`src/rtl/bcd_down_cnt_pkg.sv`:
```
// Shared BCD digit type, digit limits and clamp helper for the BCD down counter.
package bcd_down_pkg;

  typedef logic [3:0] bcd_t;

  localparam bcd_t BCD_MAX  = 4'd9;
  localparam bcd_t BCD_ZERO = 4'd0;

  function automatic bcd_t bcd_clamp(input bcd_t d);
    return (d > BCD_MAX) ? BCD_MAX : d;
  endfunction

endpackage

```
`src/rtl/bcd_down_cnt_if.sv`:
```
// Control/status bundle of the BCD down counter; master drives preset and enables.
interface bcd_down_cnt_if #(
  parameter int unsigned DIGITS = 2
);
  import bcd_down_pkg::*;

  localparam int unsigned W = 4 * DIGITS;

  logic         en;
  logic         load;
  logic [W-1:0] din;
  logic [W-1:0] cnt;
  logic         zero;
  logic         borrow;
  logic         done;

  modport master (output en, load, din, input cnt, zero, borrow, done);
  modport slave  (input en, load, din, output cnt, zero, borrow, done);

endinterface

```
`src/rtl/bcd_down_cnt_digit.sv`:
```
// One BCD digit: load, or decrement on borrow-in with 0 -> 9 wrap; borrow passes on at 0.
module bcd_dn_digit
  import bcd_down_pkg::*;
(
  input  logic clk,
  input  logic rst,
  input  logic load,
  input  bcd_t load_val,
  input  logic borrow_in,
  output bcd_t q,
  output logic borrow_out_c
);

  always_ff @(posedge clk or negedge rst) begin
    if (!rst) begin
      q <= BCD_ZERO;
    end else if (load) begin
      q <= load_val;
    end else if (borrow_in) begin
      q <= (q == BCD_ZERO) ? BCD_MAX : q - 4'd1;
    end
  end

  assign borrow_out_c = borrow_in && (q == BCD_ZERO);

endmodule

```
`src/rtl/bcd_down_cnt.sv`:
```
// Multi-digit BCD down counter with zero flag, cascade borrow and done pulse.
// Optional BCD_DCNT_AUTORELOAD_EN: reload from last preset instead of wrapping at zero.
module bcd_down_cnt
  import bcd_down_pkg::*;
#(
  parameter int unsigned DIGITS = 2
) (
  input  logic           clk,
  input  logic           rst,
  bcd_down_cnt_if.slave  bus
);

  localparam int unsigned W = 4 * DIGITS;

  logic [DIGITS:0] brw;
  logic [W-1:0]    cnt_q;
  logic [W-1:0]    din_clamp;
  logic [W-1:0]    load_val;
  logic            reload;
  logic            done_q;
  logic            zero;

  always_comb begin
    din_clamp = '0;
    for (int i = 0; i < int'(DIGITS); i++) begin
      din_clamp[4*i +: 4] = bcd_clamp(bus.din[4*i +: 4]);
    end
  end

  assign zero = (cnt_q == '0);

`ifdef BCD_DCNT_AUTORELOAD_EN
  logic [W-1:0] preset_q;

  always_ff @(posedge clk or negedge rst) begin
    if (!rst) begin
      preset_q <= '0;
    end else if (bus.load) begin
      preset_q <= din_clamp;
    end
  end

  // At zero an enabled count restarts from the preset rather than borrowing through.
  assign reload   = bus.en && !bus.load && zero;
  assign load_val = bus.load ? din_clamp : preset_q;
`else
  assign reload   = 1'b0;
  assign load_val = din_clamp;
`endif

  assign brw[0] = bus.en;

  for (genvar g = 0; g < int'(DIGITS); g++) begin : g_digit
    bcd_dn_digit u_digit (
      .clk          (clk),
      .rst          (rst),
      .load         (bus.load || reload),
      .load_val     (load_val[4*g +: 4]),
      .borrow_in    (brw[g]),
      .q            (cnt_q[4*g +: 4]),
      .borrow_out_c (brw[g+1])
    );
  end

  // Count reaches zero by decrement only from exactly one.
  always_ff @(posedge clk or negedge rst) begin
    if (!rst) begin
      done_q <= 1'b0;
    end else begin
      done_q <= bus.en && !bus.load && (cnt_q == W'(1));
    end
  end

  assign bus.cnt    = cnt_q;
  assign bus.zero   = zero;
  assign bus.borrow = brw[DIGITS] && !bus.load;
  assign bus.done   = done_q;

endmodule
```
`src/flat_wrapper.sv`:
```
// flat-port wrapper written by rule: the top's interface ports become plain ports
module bcd_down_cnt_flat import bcd_down_pkg::*;
#(
  parameter int unsigned DIGITS = 2
)
  (clk, rst, bus_en, bus_load, bus_din, bus_cnt, bus_zero, bus_borrow, bus_done);
  bcd_down_cnt_if #(.DIGITS(DIGITS)) bus_i ();
  input  logic clk;
  input  logic rst;
  input wire logic [$bits(bus_i.en)-1:0] bus_en;
  input wire logic [$bits(bus_i.load)-1:0] bus_load;
  input wire logic [$bits(bus_i.din)-1:0] bus_din;
  output wire logic [$bits(bus_i.cnt)-1:0] bus_cnt;
  output wire logic [$bits(bus_i.zero)-1:0] bus_zero;
  output wire logic [$bits(bus_i.borrow)-1:0] bus_borrow;
  output wire logic [$bits(bus_i.done)-1:0] bus_done;
  assign bus_i.en = bus_en;
  assign bus_i.load = bus_load;
  assign bus_i.din = bus_din;
  assign bus_cnt = bus_i.cnt;
  assign bus_zero = bus_i.zero;
  assign bus_borrow = bus_i.borrow;
  assign bus_done = bus_i.done;
  bcd_down_cnt #(.DIGITS(DIGITS)) u_core (.clk(clk), .rst(rst), .bus(bus_i));
endmodule
```
`config.mk`:
```
export PLATFORM = sky130hd
export DESIGN_NAME = bcd_down_cnt_flat
export DESIGN_NICKNAME = d
export VERILOG_FILES = /design/src/rtl/bcd_down_cnt_pkg.sv /design/src/rtl/bcd_down_cnt_if.sv /design/src/rtl/bcd_down_cnt_digit.sv /design/src/rtl/bcd_down_cnt.sv /design/src/flat_wrapper.sv
export SDC_FILE = /design/constraint.sdc
export NUM_CORES = 1
export LEC_CHECK = 0
export BUFFER_PORTS_ARGS = -buffer_cell sky130_fd_sc_hd__buf_2
export CAP_MARGIN = 20
export CORE_MARGIN = 3
export CORE_UTILIZATION = 40
export CTS_CLUSTER_DIAMETER = 30
export DETAILED_ROUTE_END_ITERATION = 16
export MAX_ROUTING_LAYER = met4
export PLACE_DENSITY = 0.71
export SLEW_MARGIN = 40
export SYNTH_ARGS = -nofsm -noshare
export SYNTH_HDL_FRONTEND = slang
export SYNTH_SLANG_ARGS = --single-unit
```
`constraint.sdc`:
```
create_clock -name clk -period 1.64 [get_ports clk]
set_clock_uncertainty 0.2 [all_clocks]
set_input_delay 0 -clock clk [delete_from_list [all_inputs] [get_ports clk]]
set_output_delay 0 -clock clk [all_outputs]
set_load 0.01 [all_outputs]
```
; ---- Word level (Yosys, flattened, before mapping)
; Index checks and enable logic that the tools add are counted.
[word_totals]
register_bits = 9
input_bits = 12
out_inout_bits = 11
word_cells = 27
[classes]
add_sub_neg = 2
magnitude_cmp = 2
eq_ne = 1
n_mux = 8
reduce_logical = 11
[op_table]
columns = operator, n
row1 = $mux W4, 8
row2 = $eq A8 B1 Y1 const B, 1
row3 = $gt A4 B4 Y1 const B, 2
row4 = $logic_not A4 Y1, 2
row5 = $logic_not A8 Y1, 1
row6 = $sub A4 B1 Y4 const B, 2
row7 = $logic_and A1 B1 Y1, 5
row8 = $reduce_bool A2 Y1, 2
row9 = $logic_not A1 Y1, 1

; ---- Logic depth before layout (Yosys ltp)
; Gate-level depths: netlist of the first run.
[logic_depth]
word_depth = 4
mapped_depth = 4

; ---- Modules after synthesis
; Synthesis of the first run repeated with hierarchy kept, for this count alone.
[hier_totals]
cells_unflattened = 61
area_unflattened_um2 = 588.1
[by_module_without_submodules]
columns = mod, n_inst, cells_each, area_per_inst_um2, seq_area_each_um2
row1 = bcd_dn_digit, 2, 22, 231.5, 100.1
row2 = bcd_down_cnt, 1, 17, 125.1, 25.0

; ---- Worst setup path before layout of the first run
; OpenSTA, ideal clock, no wires.
[synth_timing]
kind = reg2reg
from = register u_core.g_digit[1].u_digit.q[1]
to = register u_core.g_digit[1].u_digit.q[3]
setup_time_ps = 125
arrival_ps = 1333
required_time_ps = 1315
setup_slack_ps = -17
stages_incl_launch_ff = 5
n_path_buf = 0
cell_sequence = dfrtp_1 > nor4_2 > nand4b_1 > xnor2_1 > mux2_2
[synth_via]
elab_chain_cells = 4
elab_cells_between_ends = 5
classes_between = add/sub: 1 / mux: 3 / reduce/logical: 1
[synth_rtl]
columns = item, line_no
row1 = from (decl), bcd_down_cnt_digit.sv:10  ; output bcd_t q,
row2 = from (signal assigned), bcd_down_cnt_digit.sv:18  ; q <= load_val;
row3 = from (signal assigned), bcd_down_cnt_digit.sv:20  ; q <= (q == BCD_ZERO) ? BCD_MAX : q - 4'd1;
row4 = $sub A4 B1 Y4 or $logic_not A4 Y1 (tied branches), bcd_down_cnt_digit.sv:20
row5 = $mux W4 *, bcd_down_cnt_digit.sv:20
row6 = $mux W4 *, bcd_down_cnt_digit.sv:19  ; end else if (borrow_in) begin
row7 = $mux W4 *, bcd_down_cnt_digit.sv:17  ; end else if (load) begin
; Every way passes the cells marked *; elsewhere a longest branch is shown, timed or not. The select of a mux whose other input is x is not followed.
; A chain may end at the register's enable or synchronous reset.

; ---- Worst setup path in the final report of the first run
; Ends and elaborated chain as after synthesis.

==> flow_summary.json, run 1 <==
{
  "status": "finished, violations left",
  "violations": "negative hold slack, negative setup slack",
  "cp_max_fo": 2,
  "dp_slack_ns": -0.0146,
  "track_usage_pct": 21.7,
  "grt_pass1_vias": 652,
  "syn_avg_cell_area_sq_um": 9.82,
  "vias": 643,
  "placed_cells": 93,
  "power_frac_comb_pct": 32.7,
  "arrival_ns": 1.67,
  "hold_path_class": "primary input to flop",
  "switching_share_pct": 31.5,
  "p_per_area_nw_per_um2": 724,
  "synth.net_count": 66,
  "drv_slew": 0,
  "tightest_slew_ns": 0.416,
  "syn_inst": 54,
  "finalPower_mw": 0.667,
  "ys_types": 24,
  "core_area_sq_um": 1170,
  "port_buffers": 22,
  "clk_pin_slew_ns": 0.07,
  "routed_wl_mm": 1.68,
  "clk_latency_ns": 0.26,
  "final_area_sq_um": 922,
  "grt_setup_unrepaired": "true",
  "cpMaxStageDelayCell": "dfrtp_1",
  "fin_crit_ns": 1.72,
  "antenna_found_initial": 0,
  "p_switching_mw": 0.210,
  "clockBufferDepth": 2,
  "p_leak_nw": 0.412,
  "routabilityCongestion": 0.746,
  "crit_required_ns": 1.59,
  "grt_max_degree": 13,
  "sequentialPowerShare_pct": 41.6,
  "tns_ns": -0.153,
  "whs_ns": -0.0601,
  "fin_ws_ns": -0.0837,
  "cp-end-kind": "flop",
  "dp_hpwl_mm": 1.07,
  "first_iter_violations": 19,
  "die_h_um": 42.4,
  "grt-ovfl-total": 0,
  "drive_above_1_share_pct": 42.2,
  "min_path_cells": 4,
  "via_per_inst": 5.54,
  "htreeDepth": 1,
  "synth_seq_cells": 9,
  "syn_area_sq_um": 531,
  "antenna_cells": 0,
  "dieArea_sq_um": 1800,
  "cts_tree": "done",
  "hold_viol": 1,
  "period_share_pct": 105,
  "final_util_pct": 78.7,
  "initial_core_util_pct": 45.3,
  "ys_seq_area_share_pct": 42.5,
  "num_rows": 12,
  "area_growth_syn_to_layout_pct": 73.8,
  "fin_nets": 115,
  "routedWlPerCell_um": 14.5,
  "fmax_mhz": 580,
  "dpl_cell_area_sq_um": 693,
  "grt_pass1_wl_mm": 2.88,
  "vdd_drop_max_mv": 0.504,
  "cts.sinks": 9,
  "clockRootBuffer": "clkbuf_4",
  "maxCapViolCount": 0,
  "p_clk_share_pct": 25.7,
  "first_pass_iters": 5,
  "die_w_um": 42.4,
  "slew_headroom_pct": 72.1,
  "worst_setup_path_start_kind": "flop",
  "remaining_drc_errors": 0,
  "synth_warnings": 0,
  "ant_nets": 0,
  "worst-setup-path-type": "flop to flop",
  "stdcell_count": 116,
  "io_pins": 23,
  "setup_violations": 3,
  "intPower_mw": 0.457,
  "crit_chain": "nor4_4 -> buf_4 -> nand4b_1 -> xnor2_1 -> mux2_4",
  "worstRegToRegCells": 5,
  "cts_inserted_buffers": 3,
  "critPathMaxStageDelay_ns": 0.41
}
==> final timing paths <==
kind                                                         endpoint  slack [ns]                                  startpoint
max                        u_core.g_digit[1].u_digit.q[3]$_DFFE_PN0P_       -0.08  u_core.g_digit[1].u_digit.q[1]$_DFFE_PN0P_
min                        u_core.g_digit[0].u_digit.q[0]$_DFFE_PN0P_       -0.06                                  bus_din[1]
max reg2reg                u_core.g_digit[1].u_digit.q[3]$_DFFE_PN0P_       -0.08  u_core.g_digit[1].u_digit.q[1]$_DFFE_PN0P_
min reg2reg                                 u_core.bus.done$_DFF_PN0_        0.41  u_core.g_digit[1].u_digit.q[3]$_DFFE_PN0P_
max in group asynchronous  u_core.g_digit[0].u_digit.q[3]$_DFFE_PN0P_        0.38                                         rst
min in group asynchronous                   u_core.bus.done$_DFF_PN0_        0.53                                         rst
==> placed cells by master (no fill, tap or decap), types with 2 or more instances in the layout <==
master / count
buf_6: 2
a21oi_1: 2
buf_4: 7
nand2_1: 6
clkbuf_4: 3
dfrtp_1: 7
nand3b_1: 3
dfrtp_2: 2
xnor2_1: 2
a31oi_1: 2
nor3_1: 3
o21a_1: 2
o21ai_0: 2
nor4_2: 2
buf_2: 21
nor2_1: 4
o21ai_1: 3
dlygate4sd3_1: 15
==> cells in the mapped netlist <==
| library cell | instances | area share (%) |
|---|---|---|
| nand3b_2 | 1 | 2.1 |
| nor3b_1 | 1 | 1.4 |
| clkbuf_1 | 1 | 0.71 |
| nand3b_1 | 3 | 4.2 |
| a311o_1 | 1 | 1.9 |
| o21ai_0 | 3 | 2.8 |
| nor2_1 | 4 | 2.8 |
| nor3b_4 | 1 | 3.5 |
| dfrtp_1 | 9 | 42 |
| or2b_1 | 1 | 1.4 |
| nor3_1 | 3 | 2.8 |
| a21oi_1 | 2 | 1.9 |
| o21ai_1 | 2 | 1.9 |
| nand4b_1 | 1 | 1.7 |
| nor4_1 | 2 | 2.4 |
| xnor2_1 | 2 | 3.3 |
| o31ai_1 | 1 | 1.4 |
| nor4_2 | 2 | 4.7 |
| inv_1 | 1 | 0.71 |
| and4b_2 | 1 | 2.1 |
| a31oi_1 | 2 | 2.4 |
| nand2_1 | 6 | 4.2 |
| mux2_2 | 2 | 4.2 |
| o21a_1 | 2 | 2.8 |
==> power groups by stage <==
stage,clock (mW),sequential [mW],combinational (mW)
floorplan,0,0.294,0.0728
global placement,0,0.279,0.163
detailed placement,0,0.281,0.164
CTS,0.173,0.277,0.213
global route,0.190,0.282,0.236
finish,0.172,0.278,0.218
==> cells by family after synthesis <==
logic type	after synthesis	synth area share [%]
compound gates	13	15.1
xor+xnor	2	3.30
buf+inv	2	1.41
flops	9	42.5
mux	2	4.24
simple gates	26	33.5
==> area by class of cell <==
type | count | area (sq um)
Tap cell | 14 | 17.5
Timing Repair Buffer | 45 | 330
Sequential cell | 9 | 228
Fill cell | 81 | 249
Clock buffer | 4 | 26.3
Inverter | 1 | 3.75
Multi-Input combinational cell | 43 | 317
==> registers in the layout (all words and copies together) (netlist names) <==
| register | cells |
|---|---|
| u_core.bus.done | 1 |
| u_core.g_digit.u_digit.q | 8 |
==> metal layers <==
metal  global-route usage, %  vias up  routed length (um)
met2                    35.0       32                 803
met4                    8.70        0                  25
met5                       -        -                   0
li1                        -      300                   -
met1                    26.4      307                 726
met3                    4.29        4                 123
==> critical path, delay by kind of cell, from the launching register on <==
| kind | cells | cell delay (ns) |
|---|---|---|
| and+or+nand+nor | 2 | 0.43 |
| DFF | 1 | 0.41 |
| muxes | 1 | 0.26 |
| buffers and inverters | 1 | 0.17 |
| xor gates and xnor gates | 1 | 0.15 |
==> what timing repair did <==
action / CTS / global route
endpoints found under the setup margin: 3 / 7
buffers inserted: 4 / 0
endpoints found under the hold margin: 17 / 0
gates resized for setup: 4 / 5
hold buffers: 16 / 0
pin swaps: 4 / 0
No activity file was read; power rests on OpenSTA's default activity.
==> run 2, diff against run 1 <==
Settings changed: ABC_AREA set to 1, CORE_UTILIZATION 40 to 41.
==> run 2 against run 1 <==
  * The flow now finishes without violations
  * Cell area increased by 2.0%
  * Combinational power up 36%
  * Critical path type unchanged
  * First-iteration DRC count rose to 2.9 times the previous value
  * Sequential share of layout area down 0.76 points
  * Global-route usage up 0.51 points
  * Non-clock buffer count is 2 lower
  * Maximum frequency rose by 6.2%
  * Setup slack improved by 0.10 ns
  * Largest cell class is now multi-input gates
  * Via count grew 24%
  * Area after synthesis increased by 8.0%
  * Sequential power increased by 9.4%
  * Total power increased by 15%
==> flow_summary.json, run 2 <==
{
  "status": "finished clean",
  "regMostFlops": "u_core.g_digit.u_digit.q",
  "tightest_slew_ns": 0.430,
  "clk_latency_ns": 0.26,
  "final_util_pct": 78.3,
  "routedWlPerCell_um": 13.8,
  "first_pass_iters": 4,
  "cpMaxStageDelayCell": "dlygate4sd3_1",
  "clockBufferDepth": 2,
  "syn_avg_cell_area_sq_um": 6.74,
  "yosysMostFrequentCell": "nand2_1",
  "dp_hpwl_mm": 1.13,
  "fin_nets": 144,
  "vias": 797,
  "num_rows": 12,
  "ys_types": 19,
  "track_usage_pct": 22.2,
  "cts_inserted_buffers": 3,
  "synth_top_area_share_pct": 39.3,
  "initial_core_util_pct": 47.7,
  "cp-end-kind": "flop",
  "p_leak_nw": 0.489,
  "synth.net_count": 97,
  "largest_reg_flops": 8,
  "fmax_mhz": 616,
  "hold_viol": 0,
  "via_per_inst": 5.50,
  "cp_max_fo": 5,
  "worst-setup-path-type": "flop to flop",
  "synth.area.top_cells": "dfrtp_1 (39%), nand2_1 (24%), nand3_1 (7.9%), inv_1 (3.9%), nor2_1 (3.3%)",
  "regToRegEndpoint": "u_core.g_digit[0].u_digit.q[1]$_DFFE_PN0P_",
  "arrival_ns": 1.56,
  "synth_commonest_cells": "nand2_1 (36), dfrtp_1 (9), nand3_1 (9)",
  "synth_warnings": 0,
  "remaining_drc_errors": 0,
  "clk_pin_slew_ns": 0.05,
  "routed_wl_mm": 2.00,
  "antenna_found_initial": 0,
  "grt_pass1_vias": 725,
  "syn_area_sq_um": 573,
  "antenna_cells": 0,
  "final_common_cell": "nand2_1",
  "io_pins": 23,
  "drv_slew": 0,
  "synth_edf_count": 0,
  "clockRootBuffer": "clkbuf_4",
  "async_flop_share_pct": 100,
  "cp_num_buf_inv": 1,
  "final_cell_mix": "nand2_1 (36), buf_2 (22), dlygate4sd3_1 (19)",
  "synth_top_area_cell": "dfrtp_1",
  "critPathMaxStageDelay_ns": 0.60,
  "syn_inst": 85,
  "seq_area_sq_um": 225,
  "min_to": "u_core.g_digit[0].u_digit.q[0]$_DFFE_PN0P_",
  "min_path_cells": 4,
  "hold_path_class": "primary input to flop",
  "cpLargestDelayFamily": "buffers and inverters",
  "vdd_drop_max_mv": 0.496,
  "first_iter_violations": 55,
  "synth_seq_cells": 9,
  "cts_tree": "done",
  "area_growth_syn_to_layout_pct": 64.2,
  "htreeDepth": 1,
  "ys_seq_area_share_pct": 39.3,
  "fin_crit_ns": 1.62,
  "worst_setup_path_start_kind": "flop",
  "num-fill-cells": 91,
  "period_share_pct": 98.9,
  "drive_above_1_share_pct": 26.7,
  "grt-ovfl-total": 0,
  "hp-start": "bus_load",
  "rr_startpoint": "u_core.g_digit[0].u_digit.q[1]$_DFFE_PN0P_",
  "grt_pass1_wl_mm": 3.11,
  "grt_max_degree": 12,
  "die_w_um": 43.4,
  "setup_violations": 0,
  "slew_headroom_pct": 71.3,
  "multiInputGateArea_sq_um": 330,
  "crit_required_ns": 1.57,
  "tns_ns": 0,
  "cts.sinks": 9,
  "r2r_slack_ns": 0.02,
  "die_h_um": 43.4,
  "dieArea_sq_um": 1880,
  "ant_nets": 0,
  "crit_chain": "nor3_1 -> dlygate4sd3_1 -> a21oi_1",
  "p_per_area_nw_per_um2": 818,
  "core_area_sq_um": 1200,
  "synth_ff_type": "dfrtp_1",
  "worstRegToRegCells": 3,
  "routabilityCongestion": 0.836,
  "port_buffers": 22,
  "maxCapViolCount": 0
}
[run 2: changes by cell type after synthesis, sizes merged, moves of 3 or more]
| cell | delta |
|---|---|
| nand2 | +31 |
| nand3 | +9 |
| inv | +6 |
| nor2 | +4 |
| nor4 | -4 |
| nand3b | -3 |
[run 2: metrics by stage]
step                hold slack, ns  worst slack (ns)  std cells  total power [mW]  instance area [sq um]
floorplan                   -0.496             0.361         85             0.443                    573
global placement            -0.338             0.322        121             0.530                    697
detailed placement          -0.337             0.304        121             0.532                    697
CTS                         0.0104            0.0285        144             0.736                    913
global route                0.0573          -0.00480        145             0.821                    941
finish                      0.0394            0.0177        145             0.769                    941
[run 2: worst max-delay path by stage]
stage | start | to | slack [ns] | cells past startpoint
floorplan | u_core.g_digit[0].u_digit.q[2]$_DFFE_PN0P_ | u_core.g_digit[1].u_digit.q[3]$_DFFE_PN0P_ | 0.36 | 6
global placement | u_core.g_digit[0].u_digit.q[2]$_DFFE_PN0P_ | u_core.g_digit[1].u_digit.q[1]$_DFFE_PN0P_ | 0.32 | 6
detailed placement | u_core.g_digit[0].u_digit.q[2]$_DFFE_PN0P_ | u_core.g_digit[1].u_digit.q[3]$_DFFE_PN0P_ | 0.30 | 6
CTS | bus_din[7] | u_core.g_digit[1].u_digit.q[2]$_DFFE_PN0P_ | 0.03 | 8
global route | u_core.g_digit[0].u_digit.q[2]$_DFFE_PN0P_ | bus_borrow | -0.005 | 4
finish | u_core.g_digit[0].u_digit.q[1]$_DFFE_PN0P_ | u_core.g_digit[0].u_digit.q[1]$_DFFE_PN0P_ | 0.02 | 3
[run 2: cell type report]
class / instances / share of cell area, %
multi-input combinational: 68 / 35.1
timing repair buffer: 43 / 33.5
sequential: 9 / 23.9
clock buffer: 4 / 2.79
inverter: 7 / 2.79
tap: 14 / 1.86
[run 2: power by group]
group / internal, mW / switching (mW)
Clock: 0.0937 / 0.0758
Sequential: 0.257 / 0.0468
Combinational: 0.127 / 0.168
Total: 0.478 / 0.291
[run 2: kinds of logic (layout without fill, tap and decap cells)]
group                  after synthesis  count (layout)  share of synthesized area [%]
AND/OR/NAND/NOR                     60              60                           45.2
flip-flops                           9               9                           39.3
AO/OA/AOI/OAI                        8               8                           8.95
buffers and inverters                8              54                           6.55
[run 2: worst register-to-register path: cells and delay by family (launching register included)]
kind                   cells  cell delay, ns
AND/OR/NAND/NOR            1            0.20
buffers and inverters      1            0.60
AO/OA/AOI/OAI              1            0.06
flip-flops                 1            0.45
[run 2: routing by layer]
| metal | vias to the layer above | GRT usage (%) | share of wire [%] |
|---|---|---|---|
| li1 | 371 | - | - |
| met1 | 348 | 28.6 | 41 |
| met2 | 66 | 34.8 | 44 |
| met3 | 12 | 7.88 | 12 |
| met4 | 0 | 2.41 | 3.1 |
| met5 | - | - | 0 |
[run 2: what timing repair did]
item                                   in CTS  in global routing
hold buffers                               19                  0
setup endpoints to repair                   0                  2
gates resized for setup                     0                  5
endpoints found under the hold margin      18                  0
buffers inserted                            0                  1
